File: config.mk
export PLATFORM = sky130hd
export DESIGN_NAME = hop_pipe_rstdom
export DESIGN_NICKNAME = d
export VERILOG_FILES = /design/src/rtl/hop_pkg.sv /design/src/rtl/hop_rst_sync.sv /design/src/rtl/hop_pipe_rstdom.sv
export SDC_FILE = /design/constraint.sdc
export NUM_CORES = 1
export LEC_CHECK = 0
export BUFFER_PORTS_ARGS = -buffer_cell sky130_fd_sc_hd__buf_4
export CAP_MARGIN = 20
export CELL_PAD_IN_SITES_DETAIL_PLACEMENT = 1
export CELL_PAD_IN_SITES_GLOBAL_PLACEMENT = 2
export CORE_ASPECT_RATIO = 0.7
export CORE_MARGIN = 1
export CORE_UTILIZATION = 30
export CTS_BUF_LIST = sky130_fd_sc_hd__clkbuf_2 sky130_fd_sc_hd__clkbuf_4 sky130_fd_sc_hd__clkbuf_8
export CTS_CLUSTER_DIAMETER = 200
export DETAILED_ROUTE_END_ITERATION = 12
export MAX_ROUTING_LAYER = met4
export PLACE_DENSITY = 0.73
export SLEW_MARGIN = 20
export SYNTH_ARGS = -nofsm -noshare
export SYNTH_HDL_FRONTEND = slang
export SYNTH_SLANG_ARGS = --single-unit
File: constraint.sdc
create_clock -name clock0 -period 1.1 [get_ports clock0]
set_input_delay 0.055 -clock clock0 [delete_from_list [all_inputs] [get_ports clock0]]
set_output_delay 0.055 -clock clock0 [all_outputs]
set_load 0.05 [all_outputs]
File: src/rtl/hop_pkg.sv
// Shared constants and helpers for the per-stage reset-domain hop pipeline.
package hop_pkg;

    localparam int HOP_WIDTH       = 8;
    localparam int HOP_DEPTH       = 5;
    localparam int HOP_SYNC_STAGES = 2;
    localparam int DROP_W          = 8;
    localparam logic [DROP_W-1:0] DROP_MAX = 8'd255;

    // Population count over up to 32 drop-event flags.
    function automatic logic [5:0] hop_popcount(input logic [31:0] vec);
        logic [5:0] cnt;
        cnt = 6'd0;
        for (int i = 0; i < 32; i++) begin
            cnt = cnt + {5'd0, vec[i]};
        end
        return cnt;
    endfunction

endpackage

File: src/rtl/hop_rst_sync.sv
// Asynchronous-assert, synchronous-release reset synchroniser for one stage.
module hop_rst_sync
    import hop_pkg::*;
#(
    parameter int SYNC_STAGES = HOP_SYNC_STAGES
) (
    input  logic clock0,
    input  logic arst,
    output logic rs
);

    // Flops carry a "released" token so they all clear to 0 under reset.
    logic [SYNC_STAGES-1:0] rel_r;

    // Shift the release token through the chain; any reset source clears it at once.
    always_ff @(posedge clock0 or posedge arst) begin
        if (arst) begin
            rel_r <= '0;
        end else begin
            rel_r <= {rel_r[SYNC_STAGES-2:0], 1'b1};
        end
    end

    assign rs = ~rel_r[SYNC_STAGES-1];

endmodule

File: src/rtl/hop_pipe_rstdom.sv
// Valid/data pipeline whose stages each sit in their own reset domain, with a saturating drop counter.
module hop_pipe_rstdom
    import hop_pkg::*;
#(
    parameter int WIDTH       = HOP_WIDTH,
    parameter int DEPTH       = HOP_DEPTH,
    parameter int SYNC_STAGES = HOP_SYNC_STAGES
) (
    input  logic              clock0,
    input  logic              rst1,
    input  logic [DEPTH-1:0]  rst_stage,
    input  logic              en,
    input  logic              in_valid,
    input  logic [WIDTH-1:0]  in_data,
    output logic              out_valid,
    output logic [WIDTH-1:0]  out_data,
    output logic [DEPTH-1:0]  rst_busy,
    output logic [DROP_W-1:0] drop_cnt
);

    logic [DEPTH-1:0]  stage_v_s;
    logic [WIDTH-1:0]  stage_d_s [DEPTH];
    logic [DEPTH-1:0]  drop_s;
    logic [31:0]       drop_ext_s;
    logic [DROP_W:0]   drop_sum_s;
    logic [DROP_W-1:0] drop_nxt_s;
    logic [DROP_W-1:0] drop_cnt_r;

    for (genvar k = 0; k < DEPTH; k++) begin : g_stage
        logic             arst_s;
        logic             rs_s;
        logic             vin_s;
        logic [WIDTH-1:0] din_s;
        logic             v_r;
        logic [WIDTH-1:0] d_r;

        if (k == 0) begin : g_head
            assign vin_s = in_valid;
            assign din_s = in_data;
        end else begin : g_body
            assign vin_s = stage_v_s[k-1];
            assign din_s = stage_d_s[k-1];
        end

        assign arst_s = rst1 | rst_stage[k];

        hop_rst_sync #(
            .SYNC_STAGES(SYNC_STAGES)
        ) u_sync (
            .clock0(clock0),
            .arst  (arst_s),
            .rs    (rs_s)
        );

        // Stage register: cleared while its domain is in reset, shifts on enable, holds otherwise.
        always_ff @(posedge clock0 or posedge rs_s) begin
            if (rs_s) begin
                v_r <= 1'b0;
                d_r <= '0;
            end else if (en) begin
                v_r <= vin_s;
                d_r <= din_s;
            end
        end

        // A global reset discards everything anyway, so only local resets count as drops.
        assign drop_s[k]    = en & vin_s & rs_s & ~rst1;
        assign rst_busy[k]  = rs_s;
        assign stage_v_s[k] = v_r;
        assign stage_d_s[k] = d_r;
    end

    // Add this edge's drop events to the count, clamping at the maximum.
    always_comb begin
        drop_ext_s             = '0;
        drop_ext_s[DEPTH-1:0]  = drop_s;
        drop_sum_s = {1'b0, drop_cnt_r} + {{(DROP_W-5){1'b0}}, hop_popcount(drop_ext_s)};
        if (drop_sum_s > {1'b0, DROP_MAX}) begin
            drop_nxt_s = DROP_MAX;
        end else begin
            drop_nxt_s = drop_sum_s[DROP_W-1:0];
        end
    end

    // Drop counter is owned by the global reset only.
    always_ff @(posedge clock0 or posedge rst1) begin
        if (rst1) begin
            drop_cnt_r <= '0;
        end else begin
            drop_cnt_r <= drop_nxt_s;
        end
    end

    assign drop_cnt  = drop_cnt_r;
    assign out_valid = stage_v_s[DEPTH-1];
    assign out_data  = stage_d_s[DEPTH-1];

endmodule

[After elaboration in Yosys (flattened, before gate mapping)]
Cells that the tools add are included.
Word-level totals
  input bits: 17
  word-level logic and storage cells: 49
  register bits after elaboration: 63
  output and inout bits: 22
Cells by class
  bitwise gates (word level): 26
  add/sub/neg operators: 5
  order comparisons: 1
  mux-type cells: 1
Operators with widths (number)
  $and 1x1->1: 15
  $add 8x5->9: 1
  $gt 9x8->1 const B: 1
  $mux 8: 1
  $not 1->1: 6
  $add 4x1->5: 1
  $or 1x1->1: 5
  $add 3x1->4: 1
  $add 2x1->3: 1
  $add 1x1->2: 1

[Longest topological paths before layout]
  depth after elaboration: 10
  gate-level depth with buffers: 11

[Cells and area by module]
From an unflattened synthesis, not the netlist that was laid out.
Unflattened totals
  cells, all modules: 185
  area, all modules: 2586.2 um^2
By module, submodules not included
  hop_pipe_rstdom: instances 1, cells an instance 160, area an instance 2279.7 um^2
  hop_rst_sync: instances 5, cells an instance 5, area an instance 61.3 um^2

[Worst setup path before layout]
Ideal clock, no wire load.
  kind: register to register
  start: reg g_stage[0].u_sync.rel_r[1]
  end: reg drop_cnt_r[5] (netlist: drop_cnt[5])
  required time: 972 ps
  arrival: 3019 ps
  setup time: 128 ps
  cell stages (with the launch flop): 9
  slack: -2047 ps
  cells stage by stage: dfrtp_1 nor3b_1 fa_1 fa_1 ha_1 fa_1 a21oi_2 o21ai_0 mux2_1
Between the ends
  longest elaborated chain between the ends: 10
RTL lines
  from (decl): RTL line hop_rst_sync.sv:13  | logic [SYNC_STAGES-1:0] rel_r;
  from (signal assigned): RTL line hop_rst_sync.sv:20  | rel_r <= {rel_r[SYNC_STAGES-2:0], 1'b1};
  $not 1->1 (*): RTL line hop_rst_sync.sv:24  | assign rs = ~rel_r[SYNC_STAGES-1];
  $and 1x1->1 (*) (2 in series): RTL line hop_pipe_rstdom.sv:67  | assign drop_s[k] = en & vin_s & rs_s & ~rst1;
  $add 1x1->2 (*): RTL line hop_pkg.sv:15  | cnt = cnt + {5'd0, vec[i]};
  $add 2x1->3 (*): RTL line hop_pkg.sv:15
  $add 3x1->4 (*): RTL line hop_pkg.sv:15
  $add 4x1->5 (*): RTL line hop_pkg.sv:15
  $add 8x5->9 (*): RTL line hop_pipe_rstdom.sv:77  | drop_sum_s = {1'b0, drop_cnt_r} + {{(DROP_W-5){1'b0}}, hop_popcount(drop_ext_s)};
  $gt 9x8->1: RTL line hop_pipe_rstdom.sv:78  | if (drop_sum_s > {1'b0, DROP_MAX}) begin
  $mux 8 (*): RTL line hop_pipe_rstdom.sv:78
  via drop_nxt_s[5]: RTL line hop_pipe_rstdom.sv:26  | logic [DROP_W-1:0] drop_nxt_s;
  to (signal assigned): RTL line hop_pipe_rstdom.sv:90  | drop_cnt_r <= drop_nxt_s;
  to (decl): RTL line hop_pipe_rstdom.sv:27  | logic [DROP_W-1:0] drop_cnt_r;
Mark *: on every way through the listed nets, which the timed path passes. The rest lies on a longest branch.
A chain may end at the register's enable or synchronous reset.

[Worst setup path after layout]
  start: reg g_stage[1].v_r
  end: reg drop_cnt_r[5] (netlist: drop_cnt[5])
Between the ends
  longest elaborated chain between the ends: 9
RTL lines
  from (decl): RTL line hop_pipe_rstdom.sv:34  | logic v_r;
  from (signal assigned): RTL line hop_pipe_rstdom.sv:61  | v_r <= vin_s;
  $and 1x1->1 (*) (3 in series): RTL line hop_pipe_rstdom.sv:67
  $add 2x1->3 (*): RTL line hop_pkg.sv:15
  $add 3x1->4 (*): RTL line hop_pkg.sv:15
  $add 4x1->5 (*): RTL line hop_pkg.sv:15
  $add 8x5->9 (*): RTL line hop_pipe_rstdom.sv:77
  $gt 9x8->1: RTL line hop_pipe_rstdom.sv:78
  $mux 8 (*): RTL line hop_pipe_rstdom.sv:78
  via drop_nxt_s[5]: RTL line hop_pipe_rstdom.sv:26
Marked as above.

==> key figures <==
STA
  – Max-slew violations: 0
  – Final min period: roughly 2800 ps
  – Hold Vio Cnt, Final: 0
  – Slew headroom: 0.620
  – Hold Slack: 179 ps
  – Setup TNS: -13350 ps
  – Setup ws final: -1670 ps
  – Worst-Margin Slew: 569 ps
  – RSZ-0062 raised after global routing: yes
  – Setup violators final: 14
  – Final worst path period share: 2.52
  – Clock Skew: about 6.1 ps
  – Achievable Freq: about 360 MHz

Synthesis
  – Sequential area share after synthesis: 0.622
  – Gate count of the mapped netlist: ~170
  – Synth area leaders: dfrtp_1 (62%), mux2_2 (20%), fa_1 (2.4%)
  – Largest family of logic cells by synthesized area: multiplexers
  – Syn Std Cell Area: approximately 0.0025 sq mm
  – Synth Register Bits: 63
  – Yosys cell types: 27
  – Synth Area per Inst: 14.8 sq um
  – Mux share of post-synthesis cell area: 0.209
  – Synth area leader: dfrtp_1
  – Synth Area in Compound Gates: 0.0291
  – Yosys warning total: 0
  – Post-synthesis xor/xnor area fraction: 0.00346
  – Top cell type's share of synthesized area: 0.622
  – Post-Synth Simple-Gate Area: 0.0543
  – Post-Synth Adder-Cell Area: 0.0435

Critical path
  – Most frequent CP cell: fa_1
  – Slowest-stage cell, CP: fa_1
  – Stages on worst setup path: 8
  – Max incr delay on CP: between 500 and 600 ps
  – Reg2reg path depth: 8
  – Critical path arrival: around 3000 ps
  – WP data required: 1320 ps
  – Worst reg2reg path startpoint: g_stage[1].v_r
  – Worst Setup SP: g_stage[1].v_r
  – Buf/Inv on CP: 0
  – Crit Path Category: register to register
  – R2R Setup Slk: -1670 ps
  – Crit path cell chain: nor3b_4, fa_1, fa_1, ha_2, fa_2, a21oi_4, o21ai_1, mux2_4
  – Worst reg2reg endpoint: drop_cnt[5]
  – Critical Path Sink Type: register
  – Crit path launch type: register
  – Family with the most delay on the worst path: adder cells
  – Worst Path Max Fanout: 6

Clock network
  – Num Clock Sinks: 63
  – Clock slew at reported path FFs: 70 ps
  – # H-tree levels: 3
  – Clock latency on the worst-skew pair: 330 ps
  – TritonCTS clock tree: done
  – CTS Root Cell: clkbuf_8
  – CTS Buf Count: 9
  – Clock Tree Buf Depth: 2

Finish
  – Layout cells sized above 1: 0.571
  – Fin nets: between 200 and 300
  – Fillcell total: a little over 800
  – Area grow syn2layout: 48.8%
  – Reg area: ~0.0016 sq mm
  – Multi-input logic area: 925 sq um
  – Post-route cell area: ~0.0038 sq mm
  – Ant. Diodes: 0
  – Util after Layout: 0.471
  – Non-filler instance count after layout: around 370

Route
  – DRT iter0 DRCs: between 50 and 60
  – Routed via count: around 1700
  – Drt first pass iters: 8
  – Antenna Nets Post-Route: 0
  – WL per Instance: about 15 microns
  – Drt via density: 4.43
  – Drc violations: 2
  – DRT Wirelength: about 5600 microns

Run
  – Max_cap viols: 0

Pwr
  – Peak VDD IR: about 0.7 mV
  – Pwr Total: roughly 8.4 mW
  – Pwr/cell area: approximately 2200 mW/mm^2
  – Standby leakage power: 1.72 nW

GRT
  – Layer with the highest usage: met2
  – Tot GR Track Use: 0.147
  – Grt met3 use: 0.0450
  – Number of global-route vias before repair: approximately 1800
  – Grt met1 use: 0.199
  – Met2 Resource Use GR: 0.211
  – Congestion Overflow GR: 0
  – First-pass GRT wire length: roughly 9400 microns
  – Pin count of the biggest net entering global routing: 46
  – Antenna violations before repair: 0

Place
  – Placed cells: ~330
  – Gp weighted congestion: about 0.73
  – Pre-CTS setup slack: -1730 ps
  – Placed cell areas: roughly 0.0031 sq mm
  – Post-DP HPWL: ~3700 microns
  – IO Port Bufs: 38

Die
  – Cell Rows: 27
  – Full die area: a little under 0.009 sq mm
  – Chip width: 112 microns
  – Starting density of the core: 0.316
  – Die Height: just under 80 microns
  – Core area: 0.00801 sq mm
  – # IOs: 39

Hold path
  – Worst Hold Class: primary input to async pin

Outcome
  – Failing checks: DRC, setup timing
  – Status: finished with violations
[layout make-up]
type / instances / area share
clock buffer: 10 / 0.0365
clock inverter: 6 / 0.0246
inverter: 7 / 0.0103
multi-input combinational: 95 / 0.245
sequential: 63 / 0.420
tap: 101 / 0.0335
timing repair buffer: 92 / 0.230
[layer usage]
metal | up-vias | share of wire | wire (microns)
met5 | - | 0 | 0
met4 | 0 | 0.011 | 61
met3 | 5 | 0.042 | 236
met2 | 31 | 0.46 | 2560
met1 | 848 | 0.49 | 2730
li1 | 773 | - | -
[cells by family (layout without fill, tap and decap cells)]
logic type,Yosys count,count (layout)
flops,63,63
mux,47,47
other cells,1,5
fa+ha+maj,7,7
compound gates,11,11
buf+inv,17,115
simple gates,24,24
xor+xnor,1,1
[repair_timing]
| action | 4_1_cts | 5_1_grt |
|---|---|---|
| setup endpoints to repair | 21 | 21 |
| hold endpoints to repair | 27 | 0 |
| gates resized for setup | 43 | 11 |
| pin swaps | 5 | 6 |
| setup buffers | 9 | 5 |
| hold buffers | 17 | 0 |
[Yosys cell counts]
library cell,instances
mux2_1,2
ha_1,4
o21ai_0,1
buf_4,7
or3_4,1
nand2_2,1
inv_1,7
buf_2,3
and3b_1,1
nand2b_1,3
o21bai_1,1
conb_1,1
a21oi_1,4
a311oi_1,1
mux2_2,45
nor3_1,1
nor3b_1,5
nand4_1,1
nor2_1,5
dfrtp_1,63
fa_1,3
a21oi_2,1
nand2_1,4
xnor2_1,1
a21boi_0,2
o21ai_2,1
nand3_1,2
[worst register-to-register path, delay by kind of cell (launching register included)]
family / cells / cell delay [ps]
fa+ha+maj: 4 / 1560
flops: 1 / 390
compound gates: 2 / 310
mux: 1 / 250
simple gates: 1 / 160
[cell usage in the layout (no fill, tap or decap), drive strengths merged, types with 7 or more instances in the layout]
master and count:
mux2 47, clkbuf 10, dfrtp 63, dlygate4sd3 17
inv 7, buf 75
[power breakdown]
group,leakage (nW),internal (mW),total (mW),switching [mW]
Clock,0.109,1.35,2.26,0.908
Sequential,0.745,2.80,3.11,0.314
Combinational,0.862,1.48,3.02,1.54
Total,1.72,5.62,8.39,2.76
[worst max-delay path by stage]
stage / endpoint / slack, ps
5_1_grt: drop_cnt[5] / -1750
6_report: drop_cnt[5] / -1670
3_3_place_gp: drop_cnt[5] / -1650
3_5_place_dp: drop_cnt[5] / -1730
4_1_cts: drop_cnt[5] / -1640
2_1_floorplan: drop_cnt[5] / -1730
[state kept, by name, indices dropped and copies added (netlist names)]
register,cells
g_stage.u_sync.rel_r,10
out_data,8
out_valid,1
g_stage.v_r,4
drop_cnt,8
g_stage.d_r,32
(Power assumes the default switching activity.)
